**src/rtl/axi_master_rd_split.sv**
```systemverilog
// axi_master_rd_split: AXI4 read master issuing a programmed burst stream split on 4 KB pages,
// throttled by an outstanding-burst limit, with incrementing-pattern data checking.
`default_nettype none

module axi_master_rd_split #(
  parameter int ID_WIDTH        = 2,
  parameter int ADDR_WIDTH      = 64,
  parameter int DATA_WIDTH      = 512,
  parameter int ARUSER_WIDTH    = 8,
  parameter int MAX_OUTSTANDING = 8
) (
  input  logic                    clk,
  input  logic                    rst,
  input  logic [31:0]             i_snap_context,
  output logic [ID_WIDTH-1:0]     m_axi_arid,
  output logic [ADDR_WIDTH-1:0]   m_axi_araddr,
  output logic [7:0]              m_axi_arlen,
  output logic [2:0]              m_axi_arsize,
  output logic [1:0]              m_axi_arburst,
  output logic [3:0]              m_axi_arcache,
  output logic [1:0]              m_axi_arlock,
  output logic [2:0]              m_axi_arprot,
  output logic [3:0]              m_axi_arqos,
  output logic [3:0]              m_axi_arregion,
  output logic [ARUSER_WIDTH-1:0] m_axi_aruser,
  output logic                    m_axi_arvalid,
  input  logic                    m_axi_arready,
  input  logic [ID_WIDTH-1:0]     m_axi_rid,
  input  logic [DATA_WIDTH-1:0]   m_axi_rdata,
  input  logic [1:0]              m_axi_rresp,
  input  logic                    m_axi_rlast,
  input  logic                    m_axi_rvalid,
  output logic                    m_axi_rready,
  input  logic                    engine_start_pulse,
  input  logic [63:0]             source_address,
  input  logic [2:0]              rd_size,
  input  logic [7:0]              rd_len,
  input  logic [31:0]             rd_number,
  input  logic [31:0]             rd_init_data,
  input  logic                    check_enable,
  output logic                    rd_busy,
  output logic                    rd_done_pulse,
  output logic [1:0]              rd_error,
  output logic [63:0]             rd_error_info
);

  typedef enum logic [1:0] {S_IDLE, S_RUN, S_DONE} state_t;
  localparam logic [7:0] MAX_OUT = 8'(MAX_OUTSTANDING);

  state_t                state, state_nxt;
  logic [2:0]            cfg_size;
  logic [7:0]            cfg_len;
  logic [31:0]           cfg_init;
  logic                  cfg_check;
  logic [40:0]           total;
  logic [40:0]           issue_rem;
  logic [40:0]           rx_count;
  logic [ADDR_WIDTH-1:0] next_addr;
  logic [7:0]            outstanding;

  // Beats in one burst: limited by what is left to issue, the nominal length and the 4 KB page end.
  function automatic logic [8:0] burst_beats(input logic [40:0] rem, input logic [7:0] len,
                                             input logic [11:0] off, input logic [2:0] size);
    logic [12:0] page;
    logic [8:0]  b;
    page = (13'd4096 - {1'b0, off}) >> size;
    b    = {1'b0, len} + 9'd1;
    if (page < {4'd0, b}) b = page[8:0];
    if (rem < {32'd0, b}) b = rem[8:0];
    return b;
  endfunction

  function automatic logic [ADDR_WIDTH-1:0] addr_step(input logic [ADDR_WIDTH-1:0] a,
                                                      input logic [8:0] b, input logic [2:0] size);
    return a + ({{(ADDR_WIDTH-9){1'b0}}, b} << size);
  endfunction

  logic        start, aligned, in_run, ar_hs, r_hs, beat_hs, last_hs, rx_final, launch;
  logic        err_data, err_bus;
  logic [40:0] total_w;
  logic [63:0] align_mask;
  logic [8:0]  first_beats, nxt_beats, first_len, nxt_len;
  logic [7:0]  out_nxt;

  assign start       = engine_start_pulse && (state == S_IDLE);
  assign total_w     = {9'd0, rd_number} * {32'd0, ({1'b0, rd_len} + 9'd1)};
  assign align_mask  = (64'd1 << rd_size) - 64'd1;
  assign aligned     = (source_address & align_mask) == 64'd0;
  assign first_beats = burst_beats(total_w, rd_len, source_address[11:0], rd_size);
  assign first_len   = first_beats - 9'd1;
  assign nxt_beats   = burst_beats(issue_rem, cfg_len, next_addr[11:0], cfg_size);
  assign nxt_len     = nxt_beats - 9'd1;

  assign in_run   = (state == S_RUN);
  assign ar_hs    = m_axi_arvalid && m_axi_arready;
  assign r_hs     = m_axi_rvalid && m_axi_rready;
  assign beat_hs  = r_hs && in_run;
  assign last_hs  = beat_hs && m_axi_rlast;
  assign out_nxt  = outstanding + {7'd0, ar_hs} - {7'd0, last_hs};
  assign rx_final = beat_hs && ((rx_count + 41'd1) == total);
  // A new AR is presented only if the count it will see next cycle is still below the limit.
  assign launch   = in_run && (!m_axi_arvalid || ar_hs) && (issue_rem != 41'd0) && (out_nxt < MAX_OUT);

  assign err_data = beat_hs && cfg_check && (m_axi_rdata[31:0] != (cfg_init + rx_count[31:0]));
  assign err_bus  = r_hs && ((m_axi_rresp != 2'b00) || !in_run);

  assign m_axi_arsize   = cfg_size;
  assign m_axi_arburst  = 2'b01;
  assign m_axi_arcache  = 4'b0011;
  assign m_axi_arlock   = 2'b00;
  assign m_axi_arprot   = 3'b000;
  assign m_axi_arqos    = 4'b0000;
  assign m_axi_arregion = 4'b0000;
  assign m_axi_aruser   = i_snap_context[ARUSER_WIDTH-1:0];
  assign m_axi_rready   = ~rst;
  assign rd_busy        = (state != S_IDLE);
  assign rd_done_pulse  = (state == S_DONE);

  always_ff @(posedge clk or posedge rst) begin
    if (rst) state <= S_IDLE;
    else     state <= state_nxt;
  end

  always_comb begin
    state_nxt = state;
    unique case (state)
      S_IDLE:  if (start) state_nxt = ((total_w == 41'd0) || !aligned) ? S_DONE : S_RUN;
      S_RUN:   if (rx_final) state_nxt = S_DONE;
      S_DONE:  state_nxt = S_IDLE;
      default: state_nxt = S_IDLE;
    endcase
  end

  always_ff @(posedge clk or posedge rst) begin
    if (rst) begin
      cfg_size      <= '0;
      cfg_len       <= '0;
      cfg_init      <= '0;
      cfg_check     <= 1'b0;
      total         <= '0;
      issue_rem     <= '0;
      rx_count      <= '0;
      next_addr     <= '0;
      outstanding   <= '0;
      m_axi_arvalid <= 1'b0;
      m_axi_araddr  <= '0;
      m_axi_arlen   <= '0;
      m_axi_arid    <= '0;
      rd_error      <= '0;
      rd_error_info <= '0;
    end else if (start) begin
      cfg_size      <= rd_size;
      cfg_len       <= rd_len;
      cfg_init      <= rd_init_data;
      cfg_check     <= check_enable;
      total         <= total_w;
      rx_count      <= '0;
      outstanding   <= '0;
      m_axi_arid    <= '0;
      rd_error      <= {~aligned, 1'b0};
      rd_error_info <= '0;
      m_axi_araddr  <= source_address[ADDR_WIDTH-1:0];
      m_axi_arlen   <= first_len[7:0];
      next_addr     <= addr_step(source_address[ADDR_WIDTH-1:0], first_beats, rd_size);
      if (aligned && (total_w != 41'd0)) begin
        m_axi_arvalid <= 1'b1;
        issue_rem     <= total_w - {32'd0, first_beats};
      end else begin
        m_axi_arvalid <= 1'b0;
        issue_rem     <= '0;
      end
    end else begin
      if (ar_hs) m_axi_arid <= m_axi_arid + 1'b1;
      if (launch) begin
        m_axi_arvalid <= 1'b1;
        m_axi_araddr  <= next_addr;
        m_axi_arlen   <= nxt_len[7:0];
        next_addr     <= addr_step(next_addr, nxt_beats, cfg_size);
        issue_rem     <= issue_rem - {32'd0, nxt_beats};
      end else if (ar_hs) begin
        m_axi_arvalid <= 1'b0;
      end
      outstanding <= out_nxt;
      if (beat_hs) rx_count <= rx_count + 41'd1;
      rd_error <= rd_error | {err_bus, err_data};
      if ((err_bus || err_data) && (rd_error == 2'b00))
        rd_error_info <= {rx_count[31:0], m_axi_rdata[31:0]};
    end
  end

  logic unused_inputs;
  assign unused_inputs = &{1'b0, m_axi_rid, m_axi_rdata, i_snap_context, source_address};

endmodule

`default_nettype wire

```
**config.mk**
```make
export PLATFORM = sky130hd
export DESIGN_NAME = axi_master_rd_split
export DESIGN_NICKNAME = d
export VERILOG_FILES = /design/src/rtl/axi_master_rd_split.sv
export SDC_FILE = /design/constraint.sdc
export NUM_CORES = 2
export LEC_CHECK = 0
export CORE_AREA = 2 2 333 335
export DETAILED_ROUTE_END_ITERATION = 10
export DIE_AREA = 0 0 335 337
export GPL_ROUTABILITY_DRIVEN = 0
export HOLD_SLACK_MARGIN = 0.12
export PLACE_DENSITY_LB_ADDON = 0.1
export REMOVE_ABC_BUFFERS = 1
export SETUP_SLACK_MARGIN = 0.15
export SYNTH_ARGS = -nofsm -noshare
export SYNTH_HDL_FRONTEND = slang
export SYNTH_SLANG_ARGS = --single-unit
```
**constraint.sdc**
```tcl
create_clock -name clk -period 21 [get_ports clk]
set_input_delay 6.3 -clock clk [delete_from_list [all_inputs] [get_ports clk]]
set_output_delay 6.3 -clock clk [all_outputs]
set_load 0.02 [all_outputs]
```
# Yosys cells after proc, flatten, opt, wreduce, memory -nomap -nowiden
# Index checks and enable logic that the tools add are counted.
[word_totals]
reg_bits = 382
inputBits = 694
out_inout_bits = 174
elab_cells = 117
[op_classes]
n_addsub = 16
n_mul = 1
order_cmp = 5
n_eq_ne = 6
shift = 5
muxes = 29
bitwise = 4
n_reduce_logical = 35
[op_table]
columns = ["operator", "n"]
rows = [
  ["two-way mux 64 bit", 6],
  ["two-way mux 41 bit", 5],
  ["adder 64 bit", 2],
  ["left shift 9 x 3 -> 64 bit", 2],
  ["less-than comparator 41 x 9 -> 1 bit", 2],
  ["nonzero test 41 bit", 2],
  ["subtractor 41 x 9 -> 41 bit", 2],
  ["AND 64 bit", 1],
  ["logical NOT 64 bit", 1],
  ["left shift 1 x 3 -> 64 bit (first input constant)", 1],
  ["subtractor 64 x 1 -> 64 bit (second input constant)", 1],
  ["adder 41 x 1 -> 41 bit (second input constant)", 1],
  ["== test 41 bit", 1],
  ["logical NOT 41 bit", 1],
  ["multiplier 32 x 9 -> 41 bit", 1],
  ["two-way mux 9 bit", 4],
  ["adder 32 bit", 1],
  ["!= test 32 bit", 1],
  ["less-than comparator 13 x 9 -> 1 bit", 2],
  ["right shift 13 x 3 -> 13 bit", 2],
  ["subtractor 13 x 12 -> 13 bit (first input constant)", 2],
  ["two-way mux 8 bit", 3],
  ["adder 8 x 1 -> 9 bit (second input constant)", 2],
  ["subtractor 8 x 1 -> 8 bit (second input constant)", 2],
  ["other kinds (20)", 53],
]

# Depth between registers and ports, before layout
[logic_depth]
depth_word = 10
ltp_mapped = 51
ltp_nobuf = 48

# Worst setup path after synthesis
# No wires, ideal clock.
[synth_timing]
path_kind = "input-to-output"
start = "input rst"
end = "output m_axi_rready"
arrival_time_ps = 14255
required_time_ps = 14700
path_slack_ps = 445
cell_stages = 1
n_path_buf = 0
cell_sequence = "inv_1"
[synth_via]
elab_chain_cells = 1
[synth_lines]
columns = ["item", "line", "text"]
rows = [
  ["from (decl)", "13", "input logic rst,"],
  ["inverter 1 bit", "115", "assign m_axi_rready = ~rst;"],
  ["to (decl)", "33", "output logic m_axi_rready,"],
]
# No other way between the ends.

# Worst setup path after layout
[layout_timing]
start = "input rd_len[0]"
end = "register next_addr[59]"
[layout_via]
elab_chain_cells = 8
word_cells_on_any_way = 9
classes_between = "2 x add/sub; 1 x mul; 2 x order compare; 1 x shift; 3 x mux"
[layout_lines]
columns = ["item", "line", "text"]
rows = [
  ["from (decl)", "37", "input logic [7:0] rd_len,"],
  ["adder 8 x 1 -> 9 bit *", "67, 86", ""],
  ["branches (longest 3 deep; another with multiplier 32 x 9 -> 41 bit)", "--", ""],
  ["two-way mux 9 bit *", "69", "if (rem < {32'd0, b}) b = rem[8:0];"],
  ["left shift 9 x 3 -> 64 bit *", "75", "return a + ({{(ADDR_WIDTH-9){1'b0}}, b} << size);"],
  ["adder 64 bit *", "75", ""],
  ["two-way mux 64 bit *", "151", "end else if (start) begin"],
  ["to (signal assigned)", "164", "next_addr <= addr_step(source_address[ADDR_WIDTH-1:0], first_beats, rd_size);"],
  ["to (signal assigned)", "178", "next_addr <= addr_step(next_addr, nxt_beats, cfg_size);"],
  ["to (decl)", "58", "logic [ADDR_WIDTH-1:0] next_addr;"],
]
# Every way passes the cells marked *.
# A chain may end at the register's enable or synchronous reset.

==> results.toml <==
[worst_setup_path]
worstPathBufferInverterCount = 6
crit_fanout = 35
worst_path_dominant_cell_family = "simple AND/OR/NAND/NOR gates"
crit-reg2reg-capture = "issue_rem[38]"
reg2reg_from = "m_axi_arsize[1]"
r2r_slack_ns = 9.14
rr_worst_depth = 36
slowest_stage = "nor2_1"
required_ns = 21.46
crit_type = "input port to register"
cp.arrival_ns = 19.66
critPathMostFrequentCell = "a21oi_1"
cpPeakStageDelay_ns = 0.77
cp.depth = 42
start_kind = "input port"
cp-end-kind = "register"

[synthesis]
ys_seq_area_share_pct = 25.1
synth_seq_cells = 382
syn_area_sq_um = 38000
ys_types = 109
synth_cells = 4627
synthFlopType = "dfrtp_1"
yosysWarnings = 0
synth-edff-count = 0
avgSynthCellArea_sq_um = 8.22
synth-async-reset-ratio_pct = 100

[floorplanning]
die_w_um = 335
ios = 868
core_area_sq_um = 110000
die_h_um = 337
rows = 122
start_util_pct = 34.7
die-area_sq_um = 113000

[global_route]
grt_max_degree = 180
grt_first_pass_wirelength_um = 212000
overflow = 0
grt_antenna_before_repair = 21
grt_pass1_vias = 33600
grt_util_met3_pct = 2.84
track_usage_pct = 24.5
met1_usage_pct = 32.8
busiest_layer = "met2"
met2_usage_pct = 39.3

[sta]
period_minus_slack_ns = 19.20
fmax_mhz = 52.1
rsz0062_at_grt = "no"
fin_crit_sh_pct = 91.4
setup_viol = 0
finalClockSkew_ns = 0.0374
worst_pin_slew_ns = 1.02
fin_setup_tns_ns = 0
finalHoldViolations = 0
maxSlewHeadroom_pct = 31.8
slew_viol_final = 0

[final_layout]
final_cell_mix = "729 x nand2_1, 382 x dfrtp_1, 350 x inv_1, 326 x clkdlybuf4s50_1, 281 x o21ai_0"
design_area_sq_um = 44200
area.growth.synth_to_final_pct = 16.3
fin_cells = 6283
final_common_cell = "nand2_1"
layout-drive-gt1-share_pct = 5.12
fin_nets = 5902

[clock_tree]
tritoncts = "done"
post_cts_buffers = 0
clk_path_buf_depth = 3
cts-root-buf = "clkbuf_16"
path_clk_slew_ns = 0.06
clock-sinks = 382
cts_hold_buffers = 0
cts_buffers = 49
cts.htree.levels = 2
clock_latency_ns = 0.63
cts_resized = 0

[place]
dpl_cell_area_sq_um = 42500
portBuffers = 326
dpl.hpwl_um = 107000
place_inst = 6177

[worst_hold_path]
hold_path_depth = 2
hold-path-endpoint = "m_axi_araddr[17]"
hold_start = "m_axi_araddr[17]"
hold_path_class = "register to register"

[route]
first_pass_iters = 7
drtIter0Drc = 2280
wl_per_cell_um = 22.3
wl_um = 140000
vias = 33900
final_antenna_net_count = 0
avgViaCountPerCell = 5.40
route.detailed.drc = 0

[pwr]
p_clk_share_pct = 12.2
power.total_mw = 7.27
power_per_cell_area_nw_per_um2 = 164
power_switching_mw = 3.85
leakage_nw = 19.5
switching_share_pct = 53.0
combPwrFrac_pct = 71.5
power_frac_seq_pct = 16.3
p_int_mw = 3.42
ir_drop_uv = 120

[run_status]
outcome = "finished clean"

[run]
maxCapViolCount = 0
## registers in the layout, indices dropped and copies added, names as in the netlist, 3 cells and up
| register | count |
|---|---|
| cfg_init | 32 |
| cfg_len | 8 |
| issue_rem | 41 |
| m_axi_araddr | 64 |
| m_axi_arlen | 8 |
| m_axi_arsize | 3 |
| next_addr | 64 |
| outstanding | 8 |
| rd_error_info | 64 |
| rx_count | 41 |
| total | 41 |
## per-layer routing
layer | wire length [um] | part of all wire, %
met4 | 6970 | 5.0
met1 | 61900 | 44
met5 | 0 | 0
met2 | 64500 | 46
met3 | 6640 | 4.7
## kinds of logic (layout without fill, tap and decap cells)
logic type | after synthesis | in the layout | synth area share (%)
mux | 116 | 116 | 3.35
compound gates | 943 | 943 | 16.2
simple gates | 1806 | 1806 | 23.0
flops | 382 | 382 | 25.1
xor+xnor | 352 | 352 | 8.11
other cells | 2 | 34 | 0.0198
fa+ha+maj | 406 | 406 | 17.6
buf+inv | 620 | 818 | 6.55
## area by class of cell
| cell class | instances | area [sq um] |
|---|---|---|
| Multi-Input combinational cell | 3642 | 26200 |
| Tap cell | 1426 | 1780 |
| Timing Repair Buffer | 372 | 3630 |
| Antenna cell | 15 | 37.5 |
| Clock buffer | 68 | 1400 |
| Inverter | 355 | 1340 |
| Sequential cell | 382 | 9560 |
| Fill cell | 11400 | 65400 |
| Clock inverter | 23 | 268 |
## worst reg2reg max path: cells and delay by family (launching register included)
family,cells,cell delay [ns]
muxes,3,1.35
and+or+nand+nor,9,3.08
AOI/OAI and AO/OA,14,3.77
adders and majority gates,4,1.19
xor gates and xnor gates,1,0.16
DFF,1,0.98
buffers and inverters,5,1.15
## cell usage after synthesis (81+ instances only)
master	number	area share, %
nor2_1	243	2.4
and2_1	200	3.3
a21oi_1	191	2.5
nand3_1	180	2.4
nand2_1	730	7.2
mux2i_1	81	2.1
ha_1	189	6.2
clkbuf_1	187	1.8
xor2_1	130	3.0
inv_1	351	3.5
o21ai_0	281	3.7
fa_1	217	11
dfrtp_1	382	25
nor3_1	92	1.2
xnor2_1	222	5.1
## per-stage QoR
| step | util [%] | hold slack (ns) | worst slack [ns] |
|---|---|---|---|
| floorplan | - | 0.452 | -4.28 |
| global placement | 38.8 | 0.462 | 1.42 |
| detailed placement | 38.8 | 0.463 | 1.34 |
| CTS | 40.3 | 0.479 | 1.96 |
| global route | 40.3 | 0.499 | 0.833 |
| finish | 40.3 | 0.476 | 1.80 |
## power by group through the flow
stage          logic (mW)  clock network [mW]  registers, mW
2_1_floorplan        3.55                   0           1.21
3_3_place_gp         5.13                   0           1.20
3_5_place_dp         5.15                   0           1.20
4_1_cts              5.17               0.907           1.19
5_1_grt              5.74               0.935           1.22
6_report             5.20               0.884           1.19
## worst max path at each step
stage	end	slack, ns	startpoint
2_1_floorplan	m_axi_arlen[7]	-4.28	rst
5_1_grt	next_addr[59]	0.83	rd_len[0]
3_5_place_dp	next_addr[59]	1.34	rd_len[0]
6_report	next_addr[59]	1.80	rd_len[0]
3_3_place_gp	next_addr[59]	1.42	rd_len[0]
4_1_cts	next_addr[59]	1.96	rd_len[0]
Power figures use the tool's default switching activity.
